[src/rtl/q65_sweep_ctrl.sv]
// Exhaustive-stimulus sequencer: walks an NSIG-bit vector through NTICKS values over valid/ready.
// Define Q65_SWEEP_MISR_EN to fold each accepted response into a 32-bit MISR signature.
module q65_sweep_ctrl #(
    parameter int unsigned NSIG      = 1,
    parameter int unsigned NTICKS    = 32'(1) << NSIG,
    parameter int unsigned RW        = 8,
    parameter int unsigned TIMEOUT   = 16,
    parameter logic [31:0] MISR_POLY = 32'h04C11DB7,
    parameter logic [31:0] MISR_SEED = 32'h0
) (
    input  logic            clk,
    input  logic            rst,
    input  logic            start,
    input  logic            abort,
    output logic [NSIG-1:0] vec,
    output logic            vec_valid,
    input  logic            vec_ready,
    input  logic [RW-1:0]   resp,
    input  logic            resp_valid,
    output logic [31:0]     tick,
    output logic            busy,
    output logic            done,
    output logic            err,
    output logic [31:0]     signature
);

    typedef enum logic [1:0] {IDLE, DRIVE, WAIT_RESP, DONE} state_t;

    localparam logic [31:0] TICK_LAST = 32'(NTICKS - 1);
    localparam logic [31:0] TMO_LAST  = 32'(TIMEOUT - 1);

    state_t      state;
    logic [31:0] timer;

    function automatic logic [31:0] sat_inc(input logic [31:0] v);
        return (v == 32'hFFFF_FFFF) ? v : v + 32'd1;
    endfunction

    always_ff @(posedge clk) begin
        if (rst) begin
            state     <= IDLE;
            vec       <= '0;
            vec_valid <= 1'b0;
            tick      <= 32'd0;
            busy      <= 1'b0;
            done      <= 1'b0;
            err       <= 1'b0;
            timer     <= 32'd0;
        end else if (abort) begin
            state     <= IDLE;
            vec_valid <= 1'b0;
            busy      <= 1'b0;
            done      <= 1'b0;
            err       <= 1'b0;
        end else begin
            case (state)
                IDLE, DONE: begin
                    if (start) begin
                        state     <= DRIVE;
                        vec       <= '0;
                        tick      <= 32'd0;
                        vec_valid <= 1'b1;
                        busy      <= 1'b1;
                        done      <= 1'b0;
                        err       <= 1'b0;
                    end
                end
                DRIVE: begin
                    if (vec_ready) begin
                        state     <= WAIT_RESP;
                        vec_valid <= 1'b0;
                        timer     <= 32'd0;
                    end
                end
                WAIT_RESP: begin
                    if (resp_valid) begin
                        tick <= sat_inc(tick);
                        if (tick == TICK_LAST) begin
                            state <= DONE;
                            busy  <= 1'b0;
                            done  <= 1'b1;
                        end else begin
                            // vec wraps naturally when NTICKS exceeds 2^NSIG
                            vec       <= vec + NSIG'(1);
                            vec_valid <= 1'b1;
                            state     <= DRIVE;
                        end
                    end else if (timer == TMO_LAST) begin
                        state <= DONE;
                        busy  <= 1'b0;
                        done  <= 1'b1;
                        err   <= 1'b1;
                    end else begin
                        timer <= timer + 32'd1;
                    end
                end
                default: state <= IDLE;
            endcase
        end
    end

`ifdef Q65_SWEEP_MISR_EN
    logic start_go;
    logic resp_acc;

    assign start_go = start & ~abort & ((state == IDLE) | (state == DONE));
    assign resp_acc = resp_valid & ~abort & (state == WAIT_RESP);

    function automatic logic [31:0] misr_next(input logic [31:0] s, input logic [RW-1:0] r);
        return {s[30:0], 1'b0} ^ (s[31] ? MISR_POLY : 32'h0) ^ 32'(r);
    endfunction

    always_ff @(posedge clk) begin
        if (rst || start_go) begin
            signature <= MISR_SEED;
        end else if (resp_acc) begin
            signature <= misr_next(signature, resp);
        end
    end
`else
    logic unused_resp;

    assign unused_resp = ^resp;
    assign signature   = 32'h0;
`endif

endmodule

[config.mk]
export PLATFORM = sky130hd
export DESIGN_NAME = q65_sweep_ctrl
export DESIGN_NICKNAME = d
export VERILOG_FILES = /design/src/rtl/q65_sweep_ctrl.sv
export SDC_FILE = /design/constraint.sdc
export NUM_CORES = 1
export LEC_CHECK = 0
export ABC_AREA = 1
export BUFFER_PORTS_ARGS = -buffer_cell sky130_fd_sc_hd__buf_2
export CORE_MARGIN = 3
export CORE_UTILIZATION = 55
export CTS_CLUSTER_DIAMETER = 150
export CTS_CLUSTER_SIZE = 25
export DETAILED_ROUTE_END_ITERATION = 12
export GPL_TIMING_DRIVEN = 0
export PLACE_DENSITY = 0.78
export RECOVER_POWER = 50
export SYNTH_ARGS = -nofsm -noshare
export SYNTH_HDL_FRONTEND = slang
export SYNTH_SLANG_ARGS = --single-unit
[constraint.sdc]
create_clock -name clk -period 2.7 [get_ports clk]
set_input_delay 0.27 -clock clk [delete_from_list [all_inputs] [get_ports clk]]
set_output_delay 0.27 -clock clk [all_outputs]
set_load 0.005 [all_outputs]
==> run summary <==
# DRC: 0
Placed cell areas: 5760 sq um
Finished Cell Area: 5940 sq um
PortBufs: 42
Setup crit start kind: flop
Pre-Repair DR Iteration Count: 5
FFs w/ async S/R, synth: 0%
Total Power: 0.00224 W
Count of pins over their slew limit: 0
Antenna Cells: 0
Largest net degree at the start of global routing: 12
Max Freq: 0.402 GHz
Core area: 9280 sq um
Setup TNS: 0 ns
Lkg Pwr: 2.79 nW
Worst setup EP type: flop
Post-synth EDFFs: 0
# hold bufs at CTS: 0
CP cell instances: inv_1 -> ha_1 -> buf_2 -> inv_1 -> nor2_1 -> nor3_4 -> nand2_1 -> clkbuf_2 -> a21boi_0 -> a21oi_1
Initial antenna violation count: 0
Gates resized, CTS repair: 0
Via/cell ratio: 5.21
Fin. Hold Viols: 0
Global-route wire length before repair: 24.9 mm
Rel. slew slack: 50.7%
Register area share after synthesis: 27.0%
Top FF cell, synth: dfxtp_1
Clock Tree Buf Depth: 2
Cells after synthesis: 908
Largest area contributor in the netlist: dfxtp_1
DP Wirelength: 11.4 mm
Post-Syn Area per Cell: 5.81 sq um
DRT Wirelength: 14.9 mm
Count of final setup violators: 0
Outcome: completed
Congestion Overflow GR: 0
Netlist cell types: 38
Die Ht: 104 um
Drt wl/cell: 13.3 um
Initial Util: 56.8%
Top cells by area, synth: dfxtp_1, nand2_1, nor2_1
VDD IR max: 0.242 mV
Ys Warns: 0
Max Cap Viol: 0
Global placer's final weighted congestion: 0.976
Crit path kind: flop to flop
Layout cell share with drive strength beyond 1: 11.4%
DRT iter0 DRCs: 499
Final period utilization: 92.1%
Die ar.: 10800 sq um
Vias: 5864
CP peak stage delay: 0.41 ns
Die X: 104 um
CP Max Fanout: 10
Worst EP required: 2.93 ns
Vias in the first global route: 5066
Synth Cell Area: 5270 sq um
Net count, final: 1012
# IOs: 83
RSZ-0062 raised after global routing: no
HP Class: primary input to flop
Pwr per Cell Area: 377 nW/um^2
Fin crit period: 2.49 ns
Clk sinks: 71
Synth cell count leaders: nand2_1, nor2_1, inv_1, nand3_1, dfxtp_1
Count leader, synth: nand2_1
H-tree Lvls: 3
Setup bufs post-CTS: 0
Clk_skew: 0.0136 ns
TritonCTS clock tree: built
Tot GR Track Use: 27.6%
Seq cells post-synth: 71
CTS clk-pin slew, worst paths: 0.07 ns
Total CTS buffers: 9
Area grow syn2layout: 12.6%
CP dominant cell by count: inv_1
Worst-margin pin slew: 0.740 ns
Routed Antenna Nets: 0
Yosys top cell area share: 27.0%
Clock latency on the worst-skew pair: 0.35 ns
Slowest CP cell: nor3_4
Root Driver: clkbuf_8
FP Rows: 35
Crit path DAT: 2.71 ns
[where the power goes]
group          switching (W)  internal [W]  total, W
clock network       0.000420      0.000472  0.000892
registers         0.00000691       0.00106   0.00106
logic               0.000186     0.0000968  0.000283
total               0.000613       0.00162   0.00224
[final timing paths]
check             startpoint       end  slack, ns  cells after the start
setup / recovery    state[0]  tick[10]       0.21                     10
setup reg to reg    state[0]  tick[10]       0.21                     10
hold reg to reg         done      done       0.47                      2
hold / removal    resp_valid       err       0.31                      4
[critical path: cells and delay by family (launching register included)]
family	cells	cell delay, ns
compound gates	2	0.26
fa+ha+maj	1	0.19
simple gates	3	0.84
flops	1	0.36
buf+inv	4	0.75
[registers in the layout, indices dropped and copies added, names as in the netlist]
| register | cells |
|---|---|
| vec | 1 |
| state | 2 |
| done | 1 |
| busy | 1 |
| err | 1 |
| tick | 32 |
| vec_valid | 1 |
| timer | 32 |
[stage by stage]
stage | hold slack (ns) | worst slack, ns | std cells | util, %
global route | 0.334 | 0.0364 | 1125 | 64.0
detailed placement | 0.450 | 0.241 | 1110 | 62.1
floorplan | 0.452 | 0.759 | 939 | -
global placement | 0.444 | 0.284 | 1110 | 62.1
finish | 0.310 | 0.213 | 1125 | 64.0
CTS | 0.284 | 0.241 | 1125 | 64.2
[logic make-up after synthesis]
kind of cell               share of synthesized area (%)
adders and majority gates                           1.42
and+or+nand+nor                                     45.6
AOI/OAI and AO/OA                                   8.73
xor gates and xnor gates                            1.99
DFF                                                 27.0
other                                             0.0711
buffers and inverters                               15.3
[area by class of cell]
cell class,count,area [sq um]
fillers,932,3350
multi-input cells,692,3160
flip-flops and latches,71,1420
inverters,123,462
plain buffers,53,340
repair buffers,42,196
well taps,129,161
clock buffers,12,155
clock inverters,3,42.5
[layout by cell type, fill, tap and decap left out, types with 2 or more instances in the layout]
cell	synthesis	layout
clkbuf_8	0	11
nor3_2	2	2
nand2_2	4	4
inv_1	116	116
o21a_1	3	3
nor2_4	2	2
nand4_1	22	22
o21ai_1	10	9
clkbuf_1	10	22
nor3b_1	2	2
and2_0	1	2
o21bai_1	3	3
dfxtp_1	71	71
nand3_1	81	81
buf_2	7	38
nand2_1	259	260
xnor2_1	2	2
xor2_1	10	10
nor2_1	146	145
a21oi_1	26	26
or2_2	3	3
o21ai_0	44	45
nand2_4	3	2
nor3_1	20	20
ha_1	6	6
nor2_2	2	3
buf_4	34	33
conb_1	1	32
inv_2	7	7
[layer usage]
layer | wire length [um] | GRT usage [%] | share of wire (%) | vias up
met5 | 0 | 0 | 0 | -
met3 | 1700 | 6.64 | 11 | 23
met4 | 246 | 8.07 | 1.6 | 0
li1 | - | - | - | 2956
met1 | 6960 | 41.2 | 47 | 2578
met2 | 6020 | 39.2 | 40 | 307
No activity file was read; power rests on OpenSTA's default activity.
